**src/rtl/conv_pkg.sv**
```systemverilog
// Shared types and geometry helpers for the sliding-window convolution input buffer.
package conv_pkg;

    typedef enum logic {
        FILL   = 1'b0,
        STREAM = 1'b1
    } state_e;

    // Counter width for a count range of n (at least one bit).
    function automatic int unsigned cnt_w(input int unsigned n);
        return (n > 1) ? $clog2(n) : 1;
    endfunction

    // Number of window positions along one axis.
    function automatic int unsigned out_dim(input int unsigned size, input int unsigned k,
                                            input int unsigned stride);
        return (size - k) / stride + 1;
    endfunction

    // Flat window element index: channel-major, then row (oldest first), then column.
    function automatic int unsigned win_idx(input int unsigned c, input int unsigned ky,
                                            input int unsigned kx, input int unsigned k);
        return (c * k + ky) * k + kx;
    endfunction

endpackage

```
**src/rtl/conv_line_mem.sv**
```systemverilog
// One channel of the (K-1) x WIDTH circular row store; reads one column of all stored rows.
module conv_line_mem
    import conv_pkg::*;
#(
    parameter  int unsigned WIDTH     = 28,
    parameter  int unsigned K         = 5,
    parameter  int unsigned DATA_BITS = 8,
    localparam int unsigned CW        = cnt_w(WIDTH),
    localparam int unsigned PW        = cnt_w(K - 1)
) (
    input  logic                         clk,
    input  logic                         we,
    input  logic [PW-1:0]                row_ptr,
    input  logic [CW-1:0]                col,
    input  logic [DATA_BITS-1:0]         din,
    output logic [(K-1)*DATA_BITS-1:0]   col_out
);

    logic [DATA_BITS-1:0] row_mem [K-1][WIDTH];

    // Write the new pixel over the oldest stored row at this column.
    always_ff @(posedge clk) begin
        if (we) begin
            row_mem[row_ptr][col] <= din;
        end
    end

    // Column read, oldest row first; the oldest row lives at row_ptr.
    always_comb begin
        int unsigned slot;
        slot    = 0;
        col_out = '0;
        for (int unsigned i = 0; i < K - 1; i++) begin
            slot = 32'(row_ptr) + i;
            if (slot >= K - 1) begin
                slot = slot - (K - 1);
            end
            col_out[i*DATA_BITS +: DATA_BITS] = row_mem[PW'(slot)][col];
        end
    end

endmodule

```
**src/rtl/conv_window_buf.sv**
```systemverilog
// Sliding KxK window buffer over a raster pixel stream, all channels in parallel.
// Optional downstream backpressure: define CONV_BUF_BACKPRESSURE_EN.
module conv_window_buf
    import conv_pkg::*;
#(
    parameter int unsigned WIDTH     = 28,
    parameter int unsigned HEIGHT    = 28,
    parameter int unsigned K         = 5,
    parameter int unsigned STRIDE    = 1,
    parameter int unsigned CHANNELS  = 1,
    parameter int unsigned DATA_BITS = 8
) (
    input  logic                                clk,
    input  logic                                rst_n,
    input  logic                                valid_in,
    input  logic [CHANNELS*DATA_BITS-1:0]       data_in,
`ifdef CONV_BUF_BACKPRESSURE_EN
    output logic                                ready_in,
    input  logic                                ready_out,
`endif
    output logic [CHANNELS*K*K*DATA_BITS-1:0]   data_out,
    output logic                                valid_out,
    output logic                                frame_done
);

    localparam int unsigned CW       = cnt_w(WIDTH);
    localparam int unsigned RW       = cnt_w(HEIGHT);
    localparam int unsigned PW       = cnt_w(K - 1);
    localparam int unsigned SW       = cnt_w(STRIDE);
    localparam int unsigned OUT_W    = out_dim(WIDTH, K, STRIDE);
    localparam int unsigned OUT_H    = out_dim(HEIGHT, K, STRIDE);
    localparam int unsigned LAST_X   = K - 1 + (OUT_W - 1) * STRIDE;
    localparam int unsigned LAST_Y   = K - 1 + (OUT_H - 1) * STRIDE;
    localparam int unsigned OUT_BITS = CHANNELS * K * K * DATA_BITS;

    state_e                      state_q, state_d;
    logic [CW-1:0]               col_q, col_d;
    logic [RW-1:0]               row_q, row_d;
    logic [PW-1:0]               ptr_q, ptr_d;
    logic [SW-1:0]               xph_q, xph_d;
    logic [SW-1:0]               yph_q, yph_d;
    logic [OUT_BITS-1:0]         win_q, win_d;
    logic [OUT_BITS-1:0]         data_out_q, data_out_d;
    logic                        valid_out_q, valid_out_d;
    logic                        frame_done_q, frame_done_d;
    logic                        ready_c;
    logic                        accept_c;
    logic                        win_ready_c;
    logic [(K-1)*DATA_BITS-1:0]  mem_col [CHANNELS];

`ifdef CONV_BUF_BACKPRESSURE_EN
    assign ready_c  = !valid_out_q || ready_out;
    assign ready_in = ready_c;
`else
    assign ready_c  = 1'b1;
`endif

    assign accept_c   = valid_in && ready_c;
    assign data_out   = data_out_q;
    assign valid_out  = valid_out_q;
    assign frame_done = frame_done_q;

    for (genvar ch = 0; ch < CHANNELS; ch++) begin : g_mem
        conv_line_mem #(
            .WIDTH     (WIDTH),
            .K         (K),
            .DATA_BITS (DATA_BITS)
        ) u_line_mem (
            .clk     (clk),
            .we      (accept_c),
            .row_ptr (ptr_q),
            .col     (col_q),
            .din     (data_in[ch*DATA_BITS +: DATA_BITS]),
            .col_out (mem_col[ch])
        );
    end

    // Next-state: raster counters, stride phases, window shift and output register.
    always_comb begin
        state_d      = state_q;
        col_d        = col_q;
        row_d        = row_q;
        ptr_d        = ptr_q;
        xph_d        = xph_q;
        yph_d        = yph_q;
        win_d        = win_q;
        data_out_d   = data_out_q;
        valid_out_d  = valid_out_q;
        frame_done_d = frame_done_q;
        win_ready_c  = 1'b0;

        // A taken (or never-held) window retires unless replaced below.
        if (ready_c) begin
            valid_out_d  = 1'b0;
            frame_done_d = 1'b0;
        end

        if (accept_c) begin
            for (int unsigned c = 0; c < CHANNELS; c++) begin
                for (int unsigned ky = 0; ky < K; ky++) begin
                    for (int unsigned kx = 0; kx < K; kx++) begin
                        if (kx < K - 1) begin
                            win_d[win_idx(c, ky, kx, K)*DATA_BITS +: DATA_BITS] =
                                win_q[win_idx(c, ky, kx + 1, K)*DATA_BITS +: DATA_BITS];
                        end else if (ky < K - 1) begin
                            win_d[win_idx(c, ky, kx, K)*DATA_BITS +: DATA_BITS] =
                                mem_col[c][ky*DATA_BITS +: DATA_BITS];
                        end else begin
                            win_d[win_idx(c, ky, kx, K)*DATA_BITS +: DATA_BITS] =
                                data_in[c*DATA_BITS +: DATA_BITS];
                        end
                    end
                end
            end

            win_ready_c = (state_q == STREAM) && (col_q >= CW'(K - 1)) &&
                          (xph_q == '0) && (yph_q == '0);
            if (win_ready_c) begin
                data_out_d   = win_d;
                valid_out_d  = 1'b1;
                frame_done_d = (row_q == RW'(LAST_Y)) && (col_q == CW'(LAST_X));
            end

            if (col_q >= CW'(K - 1)) begin
                xph_d = (xph_q == SW'(STRIDE - 1)) ? '0 : xph_q + SW'(1);
            end

            if (col_q == CW'(WIDTH - 1)) begin
                col_d = '0;
                xph_d = '0;
                if (row_q == RW'(HEIGHT - 1)) begin
                    row_d   = '0;
                    ptr_d   = '0;
                    yph_d   = '0;
                    state_d = FILL;
                end else begin
                    row_d = row_q + RW'(1);
                    ptr_d = (ptr_q == PW'(K - 2)) ? '0 : ptr_q + PW'(1);
                    if (state_q == STREAM) begin
                        yph_d = (yph_q == SW'(STRIDE - 1)) ? '0 : yph_q + SW'(1);
                    end
                    if (row_q == RW'(K - 2)) begin
                        state_d = STREAM;
                    end
                end
            end else begin
                col_d = col_q + CW'(1);
            end
        end
    end

    // Control and output registers with synchronous active-low reset.
    always_ff @(posedge clk) begin
        if (!rst_n) begin
            state_q      <= FILL;
            col_q        <= '0;
            row_q        <= '0;
            ptr_q        <= '0;
            xph_q        <= '0;
            yph_q        <= '0;
            data_out_q   <= '0;
            valid_out_q  <= 1'b0;
            frame_done_q <= 1'b0;
        end else begin
            state_q      <= state_d;
            col_q        <= col_d;
            row_q        <= row_d;
            ptr_q        <= ptr_d;
            xph_q        <= xph_d;
            yph_q        <= yph_d;
            data_out_q   <= data_out_d;
            valid_out_q  <= valid_out_d;
            frame_done_q <= frame_done_d;
        end
    end

    // Window history is pure datapath; only flagged positions ever reach the output.
    always_ff @(posedge clk) begin
        win_q <= win_d;
    end

endmodule
```
**config.mk**
```make
export PLATFORM = sky130hd
export DESIGN_NAME = conv_window_buf
export DESIGN_NICKNAME = d
export VERILOG_FILES = /design/src/rtl/conv_pkg.sv /design/src/rtl/conv_line_mem.sv /design/src/rtl/conv_window_buf.sv
export SDC_FILE = /design/constraint.sdc
export NUM_CORES = 2
export LEC_CHECK = 0
export ABC_AREA = 1
export CORE_MARGIN = 2
export CORE_UTILIZATION = 30
export DETAILED_ROUTE_END_ITERATION = 10
export HOLD_SLACK_MARGIN = 0.12
export PLACE_DENSITY = 0.49
export SYNTH_ARGS = -nofsm -noshare
export SYNTH_HDL_FRONTEND = slang
export SYNTH_SLANG_ARGS = --single-unit
export TNS_END_PERCENT = 50
```
**constraint.sdc**
```tcl
create_clock -name clk -period 8.48 [get_ports clk]
set_input_delay 1.272 -clock clk [delete_from_list [all_inputs] [get_ports clk]]
set_output_delay 1.272 -clock clk [all_outputs]
set_load 0.05 [all_outputs]
```
==> impl_metrics.tcl <==
set metrics [dict create \
    root_buffer "clkbuf_16" \
    synth_nets 9665 \
    cp_data_arrival_time_ns 6.36 \
    grt.total_usage 0.231 \
    place_area_um2 77300 \
    io_buffers 212 \
    slew_violations 0 \
    post_cts_buffers 0 \
    drtPass1Iterations 8 \
    dp_slack_ns 3.12 \
    area_growth_pct 11.8 \
    syn_inst 9645 \
    cp-end-kind "flip-flop" \
    pwr_density_cell_nw_per_um2 174 \
    nets 9430 \
    fmax_mhz 178 \
    routed_wl_um 297000 \
    grt_pass1_vias 64238 \
    hold_ws_ns 0.439 \
    grt_overflow 0 \
    cts_tree "done" \
    htree_levels 4 \
    drt_iter0_markers 9088 \
    hold_class "flip-flop to flip-flop" \
    pin_count 213 \
    async_reset_ff_frac 0 \
    vias 69428 \
    relSlewSlack 0.0763 \
    cap_violations 0 \
    leakagePower_nw 32.4 \
    numCtsBuffers 154 \
    setup_viol 0 \
    antenna_left 0 \
    drive_gt1_frac 0.0444 \
    routedWlPerCell_um 23.3 \
    clk_pin_slew_worst_paths_ns 0.06 \
    clock-sinks 1273 \
    power_mw 14.3 \
    ys_seq_elements 1273 \
    die_w_um 500 \
    num_rows 181 \
    synth_edf_count 1056 \
    fin_setup_tns_ns 0 \
    crit_required_ns 9.22 \
    clk_latency_ns 0.84 \
    fin_skew_ns 0.0624 \
    outcome "completed" \
    cts_max_path_buffers 3 \
    r2r_slack_ns 2.86 \
    final_common_cell "nand2_1" \
    hold_viol_final 0 \
    crit_path_start_kind "flip-flop" \
    finalCriticalPeriod_ns 5.62 \
    dp_hpwl_um 184000 \
    yosys_warnings 0 \
    rsz0062_at_grt "false" \
    design_area_um2 82300 \
    synth.distinct_cells 36 \
    crit_fanout 129 \
    synth_ff_type "edfxtp_1" \
    initial_core_util 0.302 \
    antenna_found_initial 13 \
    layout_common_cells "nand2_1 (3,018), nand3_1 (2,277), edfxtp_1 (1,056)" \
    peakVddDrop_mv 0.212 \
    ctsResizeCount 0 \
    vias_per_cell 5.45 \
    yosysSeqAreaShare 0.489 \
    core_um2 244000 \
    die-area_um2 250000 \
    grt_max_degree 218 \
    drcViolationCount 0 \
    grt_first_pass_wirelength_um 433000 \
    period_share 0.662 \
    cts_hold_buf 0 \
    syn-cell-area_um2 73700 \
    gp_congestion 0.886 \
    tightest_slew_ns 1.38 \
    postSynthAreaPerCell_um2 7.64 \
    crit_type "flip-flop to flip-flop" \
    fp.dieH_um 500 \
    setup_slack_ns 2.86 \
]
==> stage by stage <==
step / util / instances
2_1_floorplan: - / 9645
3_3_place_gp: 0.317 / 12456
3_5_place_dp: 0.317 / 12456
4_1_cts: 0.338 / 12738
5_1_grt: 0.338 / 12738
6_report: 0.338 / 12747
==> cells in the mapped netlist (9+ instances only) <==
| library cell | number | area share |
|---|---|---|
| a21oi_1 | 158 | 0.011 |
| buf_1 | 67 | 0.0034 |
| buf_2 | 322 | 0.022 |
| buf_4 | 56 | 0.0057 |
| buf_6 | 65 | 0.0099 |
| clkbuf_1 | 236 | 0.012 |
| dfxtp_1 | 217 | 0.059 |
| edfxtp_1 | 1056 | 0.43 |
| ha_1 | 9 | 0.0015 |
| inv_1 | 560 | 0.029 |
| inv_2 | 13 | 0.00066 |
| nand2_1 | 3018 | 0.15 |
| nand3_1 | 2277 | 0.15 |
| nor2_1 | 745 | 0.038 |
| o211ai_1 | 277 | 0.028 |
| o21ai_0 | 401 | 0.027 |
| o21ai_1 | 113 | 0.0077 |
| o21ai_2 | 11 | 0.0013 |
==> registers in the layout, indices dropped and copies added (netlist names), named ones only <==
name                      cells
win_q                       160
col_q                         5
frame_done                    1
row_q                         5
valid_out                     1
g_mem.u_line_mem.row_mem    896
data_out                    200
ptr_q                         2
state_q                       1
==> area by class of cell <==
| type | count | area [um2] |
|---|---|---|
| repair buffers | 359 | 3480 |
| inverters | 576 | 2220 |
| multi-input cells | 7046 | 31500 |
| diodes | 9 | 22.5 |
| fillers | 25317 | 161000 |
| clock buffers | 212 | 4230 |
| well taps | 3202 | 4010 |
| flip-flops and latches | 1273 | 36100 |
| clock inverters | 70 | 782 |
==> where the power goes <==
group / leakage [nW] / switching (mW) / total, mW / internal [mW]
sequential: 11.4 / 0.0545 / 6.90 / 6.84
combinational: 18.6 / 0.625 / 0.781 / 0.157
clock: 2.41 / 2.93 / 6.65 / 3.72
total: 32.4 / 3.61 / 14.3 / 10.7
==> per-layer routing <==
layer | share of wire | vias up | GRT usage
met5 | 0.00017 | - | 0
met4 | 0.046 | 8 | 0.104
met3 | 0.099 | 651 | 0.0483
met2 | 0.44 | 3717 | 0.354
met1 | 0.42 | 32991 | 0.312
li1 | - | 32061 | -
==> final timing paths <==
kind,start,to,depth (start not counted)
worst min-delay path,win_q[38],win_q[30],0
worst max register to register,ptr_q[1],data_out[154],15
worst min register to register,win_q[38],win_q[30],0
worst max-delay path,ptr_q[1],data_out[154],15
==> logic make-up (layout without fill, tap and decap cells) <==
family	after synthesis	count (layout)	share of synthesized area
AO/OA/AOI/OAI	970	970	0.0764
buffers and inverters	1326	1217	0.0831
other	0	9	0
AND/OR/NAND/NOR	6063	6063	0.349
flip-flops	1273	1273	0.489
XOR/XNOR	4	4	0.000476
adder cells (fa/ha/maj)	9	9	0.00153
==> worst max-delay path: stages (launching register included) <==
cell	delay, ns
dfxtp_4	0.86
inv_8	0.39
ha_4	0.63
inv_8	0.77
buf_12	0.53
nand3_1	0.16
nand3_1	0.18
nand2_1	0.13
nand2_1	0.09
nand2_1	0.10
nand2_1	0.15
nand3_1	0.28
nor2_1	0.68
nand3_1	0.18
nand2_1	0.10
inv_1	0.04
No activity file was read; power rests on OpenSTA's default activity.
